File: config.mk
export PLATFORM = sky130hd
export DESIGN_NAME = cpu7_csr_ctl
export DESIGN_NICKNAME = d
export VERILOG_FILES = /design/src/rtl/cpu7_csr_ctl.sv
export SDC_FILE = /design/constraint.sdc
export NUM_CORES = 1
export LEC_CHECK = 0
export CAP_MARGIN = 10
export CORE_AREA = 2 2 186 188
export CTS_BUF_LIST = sky130_fd_sc_hd__clkbuf_16
export CTS_CLUSTER_DIAMETER = 80
export DETAILED_ROUTE_END_ITERATION = 10
export DIE_AREA = 0 0 188 190
export GPL_ROUTABILITY_DRIVEN = 1
export SLEW_MARGIN = 10
export SYNTH_ARGS = -nofsm -noshare
export SYNTH_HDL_FRONTEND = slang
export SYNTH_SLANG_ARGS = --single-unit
File: constraint.sdc
create_clock -name clk -period 4.4 [get_ports clk]
set_input_delay 0.66 -clock clk [delete_from_list [all_inputs] [get_ports clk]]
set_output_delay 0.66 -clock clk [all_outputs]
set_load 0.02 [all_outputs]
File: src/rtl/cpu7_csr_ctl.sv
// CSR access sequencer and trap controller for the _e stage.
// CSR op: read at T+1, write/writeback at T+2; trap: strobe at T+1, redirect+flush from T+2; stalls _e throughout.
module cpu7_csr_ctl #(
  parameter int GRLEN        = 32,
  parameter int CSR_BIT      = 14,
  parameter int DRAIN_CYCLES = 2
) (
  input  logic               clk,
  input  logic               rst,

  input  logic               valid_e,
  input  logic [1:0]         csr_op_e,
  input  logic [CSR_BIT-1:0] csr_num_e,
  input  logic [GRLEN-1:0]   rd_data_e,
  input  logic [GRLEN-1:0]   rj_data_e,
  input  logic [GRLEN-1:0]   pc_e,
  input  logic               ale_e,
  input  logic               ine_e,
  input  logic               sys_e,
  input  logic               brk_e,
  input  logic               ertn_e,
  input  logic [GRLEN-1:0]   badv_e,

  input  logic [GRLEN-1:0]   csr_rdata,
  input  logic [GRLEN-1:0]   csr_eentry,
  input  logic [GRLEN-1:0]   csr_era,
  input  logic               csr_ecl_timer_intr,
  output logic [CSR_BIT-1:0] csr_raddr,
  output logic [CSR_BIT-1:0] csr_waddr,
  output logic [GRLEN-1:0]   csr_wdata,
  output logic [GRLEN-1:0]   csr_mask,
  output logic               csr_wen,
  output logic               exu_ifu_except,
  output logic [5:0]         ecl_csr_exccode_e,
  output logic               ecl_csr_ertn_e,
  output logic [GRLEN-1:0]   ifu_exu_pc_e,
  output logic [GRLEN-1:0]   lsu_csr_badv_e,

  output logic               ecl_stall_e,
  output logic               ecl_flush,
  output logic               ifu_redirect_vld,
  output logic [GRLEN-1:0]   ifu_redirect_pc,
  output logic               rf_wen,
  output logic [GRLEN-1:0]   rf_wdata
);

  localparam int CW = (DRAIN_CYCLES > 1) ? $clog2(DRAIN_CYCLES) : 1;
  localparam logic [CW-1:0] CNT_INIT = CW'(DRAIN_CYCLES - 1);

  localparam logic [1:0] OP_RD   = 2'd1;
  localparam logic [1:0] OP_XCHG = 2'd3;

  typedef enum logic [2:0] {
    IDLE   = 3'd0,
    CSR_RD = 3'd1,
    CSR_WR = 3'd2,
    TRAP   = 3'd3,
    DRAIN  = 3'd4
  } state_t;

  state_t             state_q, state_d;
  logic [1:0]         op_q, op_d;
  logic [CSR_BIT-1:0] num_q, num_d;
  logic [GRLEN-1:0]   wdat_q, wdat_d;
  logic [GRLEN-1:0]   rj_q, rj_d;
  logic [GRLEN-1:0]   old_q, old_d;
  logic [5:0]         code_q, code_d;
  logic [GRLEN-1:0]   pc_q, pc_d;
  logic [GRLEN-1:0]   badv_q, badv_d;
  logic               ertn_q, ertn_d;
  logic [CW-1:0]      cnt_q, cnt_d;

  logic               trap_req;
  logic               op_req;
  logic [5:0]         trap_code;
  logic               trap_is_ertn;
  logic               trap_is_ale;

  assign trap_req = valid_e & (csr_ecl_timer_intr | ine_e | sys_e | brk_e | ale_e | ertn_e);
  assign op_req   = valid_e & (csr_op_e != 2'd0);

  // Fixed priority: timer > ine > sys > brk > ale > ertn.
  always_comb begin
    trap_code    = 6'h00;
    trap_is_ertn = 1'b0;
    trap_is_ale  = 1'b0;
    if (csr_ecl_timer_intr) begin
      trap_code = 6'h00;
    end else if (ine_e) begin
      trap_code = 6'h0D;
    end else if (sys_e) begin
      trap_code = 6'h0B;
    end else if (brk_e) begin
      trap_code = 6'h0C;
    end else if (ale_e) begin
      trap_code   = 6'h09;
      trap_is_ale = 1'b1;
    end else begin
      trap_is_ertn = 1'b1;
    end
  end

  always_comb begin
    state_d = state_q;
    op_d    = op_q;
    num_d   = num_q;
    wdat_d  = wdat_q;
    rj_d    = rj_q;
    old_d   = old_q;
    code_d  = code_q;
    pc_d    = pc_q;
    badv_d  = badv_q;
    ertn_d  = ertn_q;
    cnt_d   = cnt_q;

    csr_raddr         = '0;
    csr_waddr         = '0;
    csr_wdata         = '0;
    csr_mask          = '0;
    csr_wen           = 1'b0;
    exu_ifu_except    = 1'b0;
    ecl_csr_exccode_e = '0;
    ecl_csr_ertn_e    = 1'b0;
    ifu_exu_pc_e      = '0;
    lsu_csr_badv_e    = '0;
    ecl_stall_e       = 1'b1;
    ecl_flush         = 1'b0;
    ifu_redirect_vld  = 1'b0;
    ifu_redirect_pc   = '0;
    rf_wen            = 1'b0;
    rf_wdata          = '0;

    case (state_q)
      IDLE: begin
        // An instruction in reset is not accepted, so it must not stall either.
        ecl_stall_e = (trap_req | op_req) & ~rst;
        if (trap_req) begin
          state_d = TRAP;
          code_d  = trap_code;
          pc_d    = pc_e;
          badv_d  = trap_is_ale ? badv_e : '0;
          ertn_d  = trap_is_ertn;
        end else if (op_req) begin
          state_d = CSR_RD;
          op_d    = csr_op_e;
          num_d   = csr_num_e;
          wdat_d  = rd_data_e;
          rj_d    = rj_data_e;
        end
      end
      CSR_RD: begin
        csr_raddr = num_q;
        old_d     = csr_rdata;
        state_d   = CSR_WR;
      end
      CSR_WR: begin
        rf_wen   = 1'b1;
        rf_wdata = old_q;
        if (op_q != OP_RD) begin
          csr_wen   = 1'b1;
          csr_waddr = num_q;
          csr_wdata = wdat_q;
          csr_mask  = (op_q == OP_XCHG) ? rj_q : '1;
        end
        state_d = IDLE;
      end
      TRAP: begin
        if (ertn_q) begin
          ecl_csr_ertn_e = 1'b1;
        end else begin
          exu_ifu_except    = 1'b1;
          ecl_csr_exccode_e = code_q;
          ifu_exu_pc_e      = pc_q;
          lsu_csr_badv_e    = badv_q;
        end
        cnt_d   = CNT_INIT;
        state_d = DRAIN;
      end
      DRAIN: begin
        ecl_flush = 1'b1;
        if (cnt_q == CNT_INIT) begin
          ifu_redirect_vld = 1'b1;
          ifu_redirect_pc  = ertn_q ? csr_era : csr_eentry;
        end
        if (cnt_q == '0) begin
          state_d = IDLE;
        end else begin
          cnt_d = cnt_q - CW'(1);
        end
      end
      default: begin
        state_d = IDLE;
      end
    endcase
  end

  always_ff @(posedge clk) begin
    if (rst) begin
      state_q <= IDLE;
      op_q    <= '0;
      num_q   <= '0;
      wdat_q  <= '0;
      rj_q    <= '0;
      old_q   <= '0;
      code_q  <= '0;
      pc_q    <= '0;
      badv_q  <= '0;
      ertn_q  <= 1'b0;
      cnt_q   <= '0;
    end else begin
      state_q <= state_d;
      op_q    <= op_d;
      num_q   <= num_d;
      wdat_q  <= wdat_d;
      rj_q    <= rj_d;
      old_q   <= old_d;
      code_q  <= code_d;
      pc_q    <= pc_d;
      badv_q  <= badv_d;
      ertn_q  <= ertn_d;
      cnt_q   <= cnt_d;
    end
  end

endmodule

==> run summary <==
Slew @ Worst Pin = 1.172 ns
PostCTS Resize Cnt = 0
Critical Path AT = 2.99 ns
Hold WC Path Type = flip-flop to flip-flop
VDD IR-drop max = 0.2635 mV
Post-detail-place hpwl = 24360 um
Via count = 8876
Asr flop ratio synth = 0
Worst-Skew Late Latency = 0.45 ns
Cell row count = 68
Clk Tree Root Cell = clkbuf_16
WHS = 0.4505 ns
DIE HEIGHT = 190 um
Final Max Slew Viols = 0
Synth area leaders = dfxtp_1 (37%), mux2i_1 (18%), nand2b_1 (17%)
Met3 Track Usage GR = 0.06087
Chip Width = 188 um
Hold path depth = 2
Wire per inst = 16.69 um
Crit-path cells = nor3b_1 > nand2_1 > nor2_1 > clkdlybuf4s50_1
Netlist cell types = 35
CTS tree = done
H-tree depth = 4
Unrepaired setup endpoints after global routing = false
Core ar. = 33950 um2
Highest-delay cell along the critical path = nand2_1
FMAX = 274.2 MHz
Syn. warnings = 0
Status = complete, no violations
Clock Skews = 0.01273 ns
Antenna-violating nets left = 0
Final hold vios = 0
R2R setup slack = 1.98 ns
R2r endpoint = pc_q[0]$_SDFFE_PP0P_
Clock slew at reported path FFs = 0.07 ns
Yosys top cell by area = dfxtp_1
Total GRT Usage = 0.1835
Sum of negative setup slack = 0 ns
Detailed-route DRC error count = 0
GR Layer Usage met1 = 0.2251
Final RePlAce weighted congestion = 0.8217
Final #Nets = 1790
Post-CTS Setup Bufs = 0
Vias/cell = 4.416
Starting Density = 0.2916
R2r startpoint = state_q[2]$_SDFFE_PP0P_
Seq/Total Area, Yosys = 0.3741
Synth Area per Inst = 8.824 um2
# hold bufs at CTS = 0
Syn Inst Count = 1122
Initial DRT Pass Iterations = 5
Hold Crit Start = old_q[17]$_SDFFE_PP0N_
Total grt overflow = 0
Starting DRC count in detailed routing = 424
Post-synthesis cell area = 9901 um2
Minimum clock period = 3.647 ns
Most frequent cells in the layout = clkdlybuf4s50_1 (478), nand2b_1 (262), dfxtp_1 (184), mux2i_1 (180), and2_1 (161)
Fin crit share = 0.8289
Area grow syn2layout = 56.70%
Commonest non-fill, non-tap cell in the layout = clkdlybuf4s50_1
Worst setup path class = flip-flop to output pin
CTS max path bufs = 2
Seq cells post-synth = 185
Post-synth top flop = dfxtp_1
Initial antenna violation count = 3
Peak fanout along the critical path = 34
Total CTS buffers = 17
Worst stage delay on the critical path = 0.73 ns
Logic gate share of total power = 0.170
Largest net degree at the start of global routing = 134
Rel. slew slack = 0.2165
Number of global-route vias before repair = 8694
Int Pwr = 2.946 mW
Top Ports = 482
PD cells = 255.5 nW/um2
M2 GR Usage = 0.3061
CP required = 3.74 ns
FF-to-FF path depth = 4
Post-synth EDFFs = 0
Overall power = 3.965 mW
Reg power frac = 0.439
Die ar. = 35720 um2
Final setup violation count = 0
Switching power total = 1.019 mW
First-pass GRT wire length = 51240 um
Utilization after layout = 0.4570
WL final = 33550 um
Switching share of power = 0.2570
Critical path launch point type = flip-flop
Top Usage Layer GRT = met2
Leakage = 5.526 nW
Max-Cap Viols = 0
Layout cells sized above 1 = 0.03990
Hold Path End = old_q[17]$_SDFFE_PP0N_
Crit. End Element = output pin
Clk network pwr share = 0.391
IO Port Bufs = 479
Area share of the largest cell type after synthesis = 0.3741
Clock Sink Count = 185
metrics by stage:
step / setup slack, ns / instance area (um2) / cells
after floorplan: 1.863 / 9905 / 1123
after global placement: 1.051 / 14940 / 1977
after detailed placement: 1.022 / 14940 / 1977
after CTS: 0.6798 / 15510 / 2009
after global routing: 0.3996 / 15510 / 2009
final: 0.7529 / 15510 / 2010
how the worst max path moves through the flow:
stage / from / end / slack (ns) / cells past startpoint
after floorplan: state_q[0]$_SDFFE_PP0P_ / ifu_redirect_pc[10] / 1.86 / 5
after global placement: ale_e / ecl_stall_e / 1.05 / 5
after detailed placement: ale_e / ecl_stall_e / 1.02 / 5
after CTS: state_q[2]$_SDFFE_PP0P_ / ifu_redirect_pc[14] / 0.68 / 4
after global routing: state_q[2]$_SDFFE_PP0P_ / ifu_redirect_pc[4] / 0.40 / 4
final: state_q[2]$_SDFFE_PP0P_ / ifu_redirect_pc[21] / 0.75 / 4
layout make-up:
class,count,area [um2]
diodes,1,2.502
well taps,455,569.3
repair buffers,497,4969
flip-flops and latches,185,3705
inverters,5,18.77
multi-input cells,835,5677
clock inverters,15,148.9
fillers,3288,18430
clock buffers,17,425.4
registers in the layout, indices dropped and copies added, names as in the netlist:
signal   count
pc_q        32
op_q         2
num_q       14
cnt_q        1
rj_q        32
badv_q      32
old_q       32
wdat_q      32
ertn_q       1
code_q       4
state_q      3
power groups by stage:
stage,logic (mW),registers [mW],clock network (mW)
after floorplan,0.323,1.77,0
final,0.674,1.74,1.55
after CTS,0.683,1.74,1.62
after global routing,0.724,1.74,1.68
after global placement,0.675,1.78,0
after detailed placement,0.679,1.78,0
worst max-delay path, delay by kind of cell (launching register included):
family	cells	cell delay, ns
simple gates	3	1.36
buf+inv	1	0.66
flops	1	0.53
cell families (layout without fill, tap and decap cells):
logic type | Yosys count | after routing | synth area share
buffers and inverters | 103 | 534 | 0.05725
and+or+nand+nor | 574 | 574 | 0.3353
muxes | 180 | 180 | 0.1820
AOI/OAI and AO/OA | 79 | 79 | 0.05106
other | 1 | 3 | 0.0003788
DFF | 185 | 185 | 0.3741
synth_stat cells (2+ instances only):
library cell and n:
nand2b_1 262, dfxtp_1 185, mux2i_1 180, and2_1 161, clkbuf_1 75, nand2_1 66, nor2_1 39, a21oi_1 36
o21a_1 34, nand3_1 32, buf_4 9, buf_12 8, inv_1 5, buf_2 4, nor3_1 3, nor2b_1 2
nor3b_2 2, o21ai_0 2
routing by layer:
layer	wire (um)	share of wire
met1	14380	0.43
met2	16180	0.48
met3	2537	0.076
met5	10	0.00030
met4	439	0.013
Power figures use the tool's default switching activity.
